`src/rtl/rle_run_packer_if.sv`:
```
// Stream-in / token-out bus of the run-length packer.
// The slave modport is the packer's view; master is the producer/consumer side.
interface rle_run_packer_if #(
    parameter int DW = 6,
    parameter int LW = 6
);
    logic [DW-1:0] in_data;
    logic          in_valid;
    logic          in_ready;
    logic          flush;
    logic [DW-1:0] out_value;
    logic [LW-1:0] out_len;
    logic          out_valid;
    logic          out_ready;
    logic          pat_err;

    modport slave (
        input  in_data, in_valid, flush, out_ready,
        output in_ready, out_value, out_len, out_valid, pat_err
    );

    modport master (
        output in_data, in_valid, flush, out_ready,
        input  in_ready, out_value, out_len, out_valid, pat_err
    );
endinterface

```
`src/rtl/rle_run_packer.sv`:
```
// Collapses a value stream into (value, run length) tokens held in a small FIFO,
// and flags any token that breaks the 1,22,333,... run pattern.
module rle_run_packer #(
    parameter int DW    = 6,
    parameter int LW    = 6,
    parameter int DEPTH = 4
) (
    input  logic              clk,
    input  logic              rst,
    rle_run_packer_if.slave   bus
);
    localparam int AW = $clog2(DEPTH);
    localparam int MW = (DW > LW) ? DW : LW;
    localparam logic [LW-1:0] RMAX = '1;

    typedef enum logic {IDLE, RUN} state_t;

    state_t        state, state_nxt;
    logic [DW-1:0] run_val, run_val_nxt;
    logic [LW-1:0] run_len, run_len_nxt;
    logic          push;
    logic [DW-1:0] push_val;
    logic [LW-1:0] push_len;

    logic [DW-1:0] mem_val [DEPTH];
    logic [LW-1:0] mem_len [DEPTH];
    logic [AW-1:0] wr_ptr, rd_ptr;
    logic [AW:0]   count;
    logic          full, pop, accept;
    logic [DW-1:0] exp_val;

    assign full          = (count == (AW+1)'(DEPTH));
    // No pop bypass: a full FIFO stalls input even if the head leaves this cycle.
    assign bus.in_ready  = rst && !bus.flush && !full;
    assign accept        = bus.in_valid && bus.in_ready;
    assign bus.out_valid = (count != '0);
    assign pop           = bus.out_valid && bus.out_ready;
    assign bus.out_value = mem_val[rd_ptr];
    assign bus.out_len   = mem_len[rd_ptr];

    always_ff @(posedge clk or negedge rst) begin
        if (!rst) begin
            state   <= IDLE;
            run_val <= '0;
            run_len <= '0;
        end else begin
            state   <= state_nxt;
            run_val <= run_val_nxt;
            run_len <= run_len_nxt;
        end
    end

    always_comb begin
        state_nxt   = state;
        run_val_nxt = run_val;
        run_len_nxt = run_len;
        push        = 1'b0;
        push_val    = run_val;
        push_len    = run_len;
        case (state)
            IDLE: begin
                if (accept) begin
                    state_nxt   = RUN;
                    run_val_nxt = bus.in_data;
                    run_len_nxt = LW'(1);
                end
            end
            RUN: begin
                if (accept) begin
                    if (bus.in_data == run_val) begin
                        if (run_len == RMAX) begin
                            push        = 1'b1;
                            run_len_nxt = LW'(1);
                        end else begin
                            run_len_nxt = run_len + LW'(1);
                        end
                    end else begin
                        push        = 1'b1;
                        run_val_nxt = bus.in_data;
                        run_len_nxt = LW'(1);
                    end
                end else if (bus.flush && !full) begin
                    push        = 1'b1;
                    state_nxt   = IDLE;
                    run_len_nxt = '0;
                end
            end
            default: state_nxt = IDLE;
        endcase
    end

    always_ff @(posedge clk) begin
        if (push) begin
            mem_val[wr_ptr] <= push_val;
            mem_len[wr_ptr] <= push_len;
        end
    end

    always_ff @(posedge clk or negedge rst) begin
        if (!rst) begin
            wr_ptr <= '0;
            rd_ptr <= '0;
            count  <= '0;
        end else begin
            if (push) wr_ptr <= wr_ptr + AW'(1);
            if (pop)  rd_ptr <= rd_ptr + AW'(1);
            case ({push, pop})
                2'b10:   count <= count + (AW+1)'(1);
                2'b01:   count <= count - (AW+1)'(1);
                default: count <= count;
            endcase
        end
    end

    // Every pushed token, saturated or not, must be (exp, exp).
    always_ff @(posedge clk or negedge rst) begin
        if (!rst) begin
            exp_val     <= DW'(1);
            bus.pat_err <= 1'b0;
        end else if (push) begin
            if (push_val != exp_val || MW'(push_len) != MW'(push_val))
                bus.pat_err <= 1'b1;
            exp_val <= push_val + DW'(1);
        end
    end
endmodule

```
`src/flat_wrapper.sv`:
```
// flat-port wrapper written by rule: the top's interface ports become plain ports
module rle_run_packer_flat 
#(
    parameter int DW    = 6,
    parameter int LW    = 6,
    parameter int DEPTH = 4
)
  (clk, rst, bus_in_data, bus_in_valid, bus_flush, bus_out_ready, bus_in_ready, bus_out_value, bus_out_len, bus_out_valid, bus_pat_err);
  rle_run_packer_if #(.DW(DW), .LW(LW)) bus_i ();
  input  logic clk;
  input  logic rst;
  input wire logic [$bits(bus_i.in_data)-1:0] bus_in_data;
  input wire logic [$bits(bus_i.in_valid)-1:0] bus_in_valid;
  input wire logic [$bits(bus_i.flush)-1:0] bus_flush;
  input wire logic [$bits(bus_i.out_ready)-1:0] bus_out_ready;
  output wire logic [$bits(bus_i.in_ready)-1:0] bus_in_ready;
  output wire logic [$bits(bus_i.out_value)-1:0] bus_out_value;
  output wire logic [$bits(bus_i.out_len)-1:0] bus_out_len;
  output wire logic [$bits(bus_i.out_valid)-1:0] bus_out_valid;
  output wire logic [$bits(bus_i.pat_err)-1:0] bus_pat_err;
  assign bus_i.in_data = bus_in_data;
  assign bus_i.in_valid = bus_in_valid;
  assign bus_i.flush = bus_flush;
  assign bus_i.out_ready = bus_out_ready;
  assign bus_in_ready = bus_i.in_ready;
  assign bus_out_value = bus_i.out_value;
  assign bus_out_len = bus_i.out_len;
  assign bus_out_valid = bus_i.out_valid;
  assign bus_pat_err = bus_i.pat_err;
  rle_run_packer #(.DW(DW), .LW(LW), .DEPTH(DEPTH)) u_core (.clk(clk), .rst(rst), .bus(bus_i));
endmodule
```
`config.mk`:
```
export PLATFORM = sky130hd
export DESIGN_NAME = rle_run_packer_flat
export DESIGN_NICKNAME = d
export VERILOG_FILES = /design/src/rtl/rle_run_packer_if.sv /design/src/rtl/rle_run_packer.sv /design/src/flat_wrapper.sv
export SDC_FILE = /design/constraint.sdc
export NUM_CORES = 1
export LEC_CHECK = 0
export CAP_MARGIN = 20
export CORE_MARGIN = 3
export CORE_UTILIZATION = 45
export CTS_CLUSTER_SIZE = 28
export DETAILED_ROUTE_END_ITERATION = 16
export DONT_BUFFER_PORTS = 1
export GPL_TIMING_DRIVEN = 0
export PLACE_DENSITY = 0.68
export SYNTH_ARGS = -nofsm -noshare
export SYNTH_HDL_FRONTEND = slang
export SYNTH_SLANG_ARGS = --single-unit
```
`constraint.sdc`:
```
create_clock -name clk -period 3.9 [get_ports clk]
set_clock_uncertainty 0.2 [all_clocks]
set_input_delay 0.39 -clock clk [delete_from_list [all_inputs] [get_ports clk]]
set_output_delay 0.39 -clock clk [all_outputs]
set_load 0.01 [all_outputs]
```
Word level (Yosys, flattened, before mapping)
Memories as Yosys holds them, arrays and structs flattened.
Cells that the tools add are included.
{"block": "totals", "in_bits": 11, "reg_bits": 27, "ramBits": 48, "mem_count": 2, "elab_cells": 63}
{"memory": "u_core.mem_len", "words": 4, "word_bits": 6, "rd": 1, "rd_clocked_by_memory_dff": 0, "wr": 1, "line_no": "rle_run_packer.sv:26", "source": "logic [LW-1:0] mem_len [DEPTH];"}
{"memory": "u_core.mem_val", "words": 4, "word_bits": 6, "rd": 1, "rd_clocked_by_memory_dff": 0, "wr": 1, "line_no": "rle_run_packer.sv:25", "source": "logic [DW-1:0] mem_val [DEPTH];"}
{"block": "op_classes", "muxes": 22, "bitwise": 1, "n_reduce_logical": 13, "n_eq_ne": 11, "addsub": 6}
{"op": "6-bit two-way mux", "count": 8}
{"op": "6-bit case mux with 2 select lines", "count": 2}
{"op": "6-bit by 1-bit adder with 6-bit output, second input constant", "count": 2}
{"op": "6-bit inequality test", "count": 2}
{"op": "1-bit two-way mux", "count": 10}
{"op": "6-bit equality test", "count": 1}
{"op": "6-bit equality test, second input constant", "count": 1}
{"op": "3-bit case mux with 2 select lines", "count": 1}
{"op": "1-bit logical AND", "count": 5}
{"op": "2-bit by 1-bit adder with 2-bit output, second input constant", "count": 2}
{"op": "2-bit inequality test, second input constant", "count": 2}
{"op": "2-bit AND reduction", "count": 2}
{"op": "3-bit by 1-bit adder with 3-bit output, second input constant", "count": 1}
{"op": "3-bit equality test, second input constant", "count": 1}
{"op": "3-bit inequality test, second input constant", "count": 1}
{"op": "3-bit AND reduction", "count": 1}
{"op": "3-bit nonzero test", "count": 1}
{"op": "3-bit by 1-bit subtractor with 3-bit output, second input constant", "count": 1}
{"op": "2-bit by 1-bit equality test with 1-bit output, second input constant", "count": 1}
{"op": "2-bit equality test, second input constant", "count": 1}
{"op": "1-bit logical NOT", "count": 2}
{"op": "2-bit by 1-bit inequality test with 1-bit output, second input constant", "count": 1}
{"op": "1-bit case mux with 2 select lines", "count": 1}
{"op": "2-bit nonzero test", "count": 1}
{"op": "other kinds (2)", "count": 2}

Longest topological paths before layout
{"block": "logic_depth", "ltp_word": 8, "depth_mapped": 13, "depth_no_buf": 12}

Worst setup path before layout
OpenSTA, ideal clock, no wires.
{"block": "synth_path", "path_type": "register to register", "from": "reg u_core.count[2]", "to": "reg u_core.count[2]", "path_stages_with_launch": 13, "n_path_buf": 1, "setup_slack_ns": 1.107, "t_arrival_ns": 2.514, "t_required_ns": 3.621, "cell_sequence": "dfrtp_1 > nor3b_1 > or3_4 > nor4_4 > nor2_2 > buf_6 > inv_1 > ha_1 > inv_1 > fa_1 > xor2_1 > nor2_1 > xor2_1"}
{"block": "synth_between", "elab_chain_len": 8}
{"element": "from (decl)", "line_no": "rle_run_packer.sv:28", "source": "logic [AW:0] count;"}
{"element": "from (signal assigned)", "line_no": "rle_run_packer.sv:108", "source": "2'b10: count <= count + (AW+1)'(1);"}
{"element": "from (signal assigned)", "line_no": "rle_run_packer.sv:109", "source": "2'b01: count <= count - (AW+1)'(1);"}
{"element": "from (signal assigned)", "line_no": "rle_run_packer.sv:110", "source": "default: count <= count;"}
{"element": "3-bit equality test", "line_no": "rle_run_packer.sv:32", "source": "assign full = (count == (AW+1)'(DEPTH));"}
{"element": "1-bit logical NOT", "line_no": "rle_run_packer.sv:34, rle_run_packer.sv:82"}
{"element": "1-bit logical AND (on tied branches)", "line_no": "rle_run_packer.sv:82, rle_run_packer.sv:34"}
{"element": "1-bit two-way mux or 1-bit logical AND (tied branches)", "line_no": "rle_run_packer.sv:82, rle_run_packer.sv:35"}
{"element": "1-bit two-way mux", "line_no": "rle_run_packer.sv:69", "source": "if (accept) begin"}
{"element": "1-bit two-way mux", "line_no": "rle_run_packer.sv:60", "source": "case (state)"}
{"element": "2-bit by 1-bit equality test with 1-bit output or 2-bit equality test (tied branches)", "line_no": "rle_run_packer.sv:107", "source": "case ({push, pop})"}
{"element": "3-bit case mux with 2 select lines or 2-bit nonzero test (tied branches)"}
Parallel ways exist; a longest one is shown, timed or not.
A chain may end at the register's enable or synchronous reset.

Worst setup path after layout
{"block": "layout_path", "from": "reg u_core.run_val[2], in the netlist u_core.push_val[2]", "to": "reg u_core.count[2]"}
{"block": "layout_between", "elab_chain_len": 6}
{"element": "from (decl)", "line_no": "rle_run_packer.sv:19", "source": "logic [DW-1:0] run_val, run_val_nxt;"}
{"element": "from (signal assigned)", "line_no": "rle_run_packer.sv:48", "source": "run_val <= run_val_nxt;"}
{"element": "6-bit equality test *", "line_no": "rle_run_packer.sv:70", "source": "if (bus.in_data == run_val) begin"}
{"element": "1-bit two-way mux *", "line_no": "rle_run_packer.sv:70"}
{"element": "1-bit two-way mux *", "line_no": "rle_run_packer.sv:69"}
{"element": "1-bit two-way mux *", "line_no": "rle_run_packer.sv:60"}
{"element": "2-bit by 1-bit equality test with 1-bit output or 2-bit equality test (tied branches)", "line_no": "rle_run_packer.sv:107"}
{"element": "3-bit case mux with 2 select lines or 2-bit nonzero test (tied branches)"}
Every way passes the cells marked *; elsewhere a longest branch is shown, timed or not.

==> flow_summary_export.csv <==
group,metric,value,unit
global_routing,grt.overflow.total,0,
die,die_y,91.5,µm
synth,yosys-top-cells-count,"edfxtp_1 (48), dfrtp_1 (26), nand3_1 (14)",
die,dieArea,8380,µm²
clocking,h-tree-depth,3,
setup_path,crit_type,"reg -> reg",
synth,syn_inst,214,
synth,synth_area_per_cell,15.4,µm²
die,die_w,91.5,µm
timing,drv_slew,0,
clocking,cts_resized,0,
clocking,hold_buffers,8,
clocking,clock-sinks,75,
placement,place_congestion,0.755,
global_routing,grt_pass1_wl,9.27,mm
route,drt_pre_antenna_iters,4,
timing,post-route-period-util,81.0,%
route,wl,5.55,mm
power,power.leakage,0.00133,µW
setup_path,crit_slowest_cell,"dfrtp_1",
route,viasPerCell,5.34,
finish,antennaDiodeCount,0,
synth,async_reset_ff_share,36.0,%
synth,synth-main-ff-cell,"edfxtp_1",
timing,grt_setup_unrepaired,"false",
finish,final_area,3690,µm²
finish,num-fill-cells,570,
timing,setup_viol,0,
finish,multi_input_area,1110,µm²
timing,maxSlewHeadroom,49.3,%
clocking,root_buffer,"clkbuf_8",
clocking,cts_buffers,9,
clocking,cts_max_path_buffers,2,
synth,yosysMostFrequentCell,"edfxtp_1",
synth,synth_cell_types,42,
run_status,status,"complete, no violations",
finish,nets,252,
setup_path,crit_start,"u_core.push_val[2]",
route,dr_total_vias,1777,
setup_path,critPathMaxStageDelay,0.44,ns
power,power_density,683,nW/µm²
clocking,post_cts_buffers,0,
placement,port_buffers,0,
worst_hold_path,hp-start,"bus_flush",
timing,holdWs,0.157,ns
route,drc,0,
finish,drive_gt1_share,20.7,%
synth,synth_seq_area_share,64.3,%
setup_path,critPathMaxFanout,10,
global_routing,antenna_found_initial,0,
setup_path,crit_required,3.97,ns
synth,syn_area,3290,µm²
finish,areaGrowthSynthToFinish,12.1,%
global_routing,grt_start_max_net_pins,28,
timing,max_freq,316,MHz
synth,synth_top_area_share,43.8,%
setup_path,critPathCaptureType,"register",
clocking,cts_tree,"built",
timing,fin_tns_setup,0,ns
power,finalPower,2520,µW
synth,synthTopCellsByArea,"edfxtp_1 (44%), dfrtp_1 (20%), mux4_2 (8.2%), xnor2_1 (3.2%), mux2_2 (2.7%)",
synth,ys_warn_count,0,
finish,seqCellArea,2120,µm²
placement,place_ws,0.727,ns
setup_path,worstReg2RegStart,"u_core.push_val[2]",
worst_hold_path,hold_path_class,"in -> reg",
timing,hold_viol,0,
timing,period_minus_slack,3.16,ns
global_routing,grt_usage,14.8,%
placement,dp_hpwl,3.68,mm
clocking,insertion_delay,0.34,ns
synth,synth-seq-cells,75,
die,io_pins,26,
route,ant_nets,0,
synth,syn_nets,233,
setup_path,worst_ep_arrival_time,3.23,ns
timing,finalWorstSetupSlack,0.739,ns
die,coreArea,6940,µm²
die,initial_core_util,47.4,%
synth,yosys.area.top_type,"edfxtp_1",
synth,synth_edf_count,48,
placement,placed_cell_area,3410,µm²
clocking,path_clk_slew,0.08,ns
route,initialDrtViolationCount,59,
power,vdd_drop_max,342,µV
route,wl_per_cell,16.7,µm
setup_path,worstSetupStartpointType,"register",
setup_path,crit_chain,"buf_2 -> xnor2_1 -> nand4_1 -> nor4_4 -> nor2_2 -> buf_6 -> inv_1 -> ha_1 -> inv_1 -> fa_1 -> xor2_1 -> nor2_1 -> xor2_1",
job,cap_violations,0,
die,rows,30,
global_routing,grt_pass1_vias,1838,
timing,tightest_slew,0.755,ns
final cells by class:
type	instances	area share, %
multi-input cells	125	30.1
repair buffers	8	2.44
plain buffers	6	0.881
flip-flops and latches	75	57.4
well taps	96	3.25
inverters	8	0.814
clock buffers	9	3.36
clock inverters	6	1.76
logic make-up (layout without fill, tap and decap cells):
kind of cell,Yosys count,count (layout),synth area share [%]
AOI/OAI and AO/OA,16,16,3.27
muxes,24,24,12.6
xor gates and xnor gates,16,16,4.26
DFF,75,75,64.3
and+or+nand+nor,61,61,10.3
buffers and inverters,14,37,1.90
adders and majority gates,8,8,3.27
path summary, 6_finish.rpt:
| kind | depth (start not counted) | slack, ns | endpoint |
|---|---|---|---|
| max in group asynchronous | 2 | 2.99 | u_core.exp_val[0] |
| hold reg to reg | 1 | 0.29 | u_core.count[2] |
| hold / removal | 3 | 0.16 | u_core.push_len[4] |
| setup reg to reg | 13 | 0.74 | u_core.count[2] |
| setup / recovery | 13 | 0.74 | u_core.count[2] |
| min in group asynchronous | 2 | 0.28 | u_core.count[2] |
through the flow:
stage	std cells	util, %
after global placement	310	49.1
final	333	53.2
after detailed placement	310	49.1
after floorplan	214	-
after CTS	333	53.2
after global routing	333	53.2
placed cells by master (no fill, tap or decap), types with 5 or more instances in the layout:
cell type / synthesis / final
and2_1: 5 / 5
clkbuf_8: 0 / 9
dfrtp_1: 26 / 26
dlygate4sd3_1: 0 / 7
edfxtp_1: 48 / 48
ha_1: 7 / 7
inv_1: 8 / 8
mux2_2: 8 / 8
mux4_2: 12 / 12
nand2_1: 11 / 11
nand3_1: 14 / 14
nor2_1: 8 / 8
nor3_1: 5 / 5
xnor2_1: 12 / 12
power by group:
| part | switching, µW | internal (µW) |
|---|---|---|
| logic | 379 | 359 |
| clock network | 275 | 293 |
| registers | 153 | 1060 |
state kept, by name, summed over array words and instances, names as in the netlist, 2 cells and up:
name / cells
u_core.count: 3
u_core.exp_val: 6
u_core.mem_len: 24
u_core.mem_val: 24
u_core.push_len: 6
u_core.push_val: 6
u_core.rd_ptr: 2
u_core.wr_ptr: 2
routing by layer:
layer	track usage, %	up-vias	part of all wire (%)
met1	19.1	883	47
met5	0	-	0
met4	4.90	0	1.1
met3	5.63	7	4.7
met2	22.9	48	47
li1	-	839	-
worst max-delay path: cells and delay by family, from the launching register on:
family,cells,cell delay [ns]
simple gates,4,0.95
fa+ha+maj,2,0.54
xor+xnor,3,0.44
flops,1,0.44
buf+inv,4,0.51
Note: power is estimated with default switching activity, not from simulation.
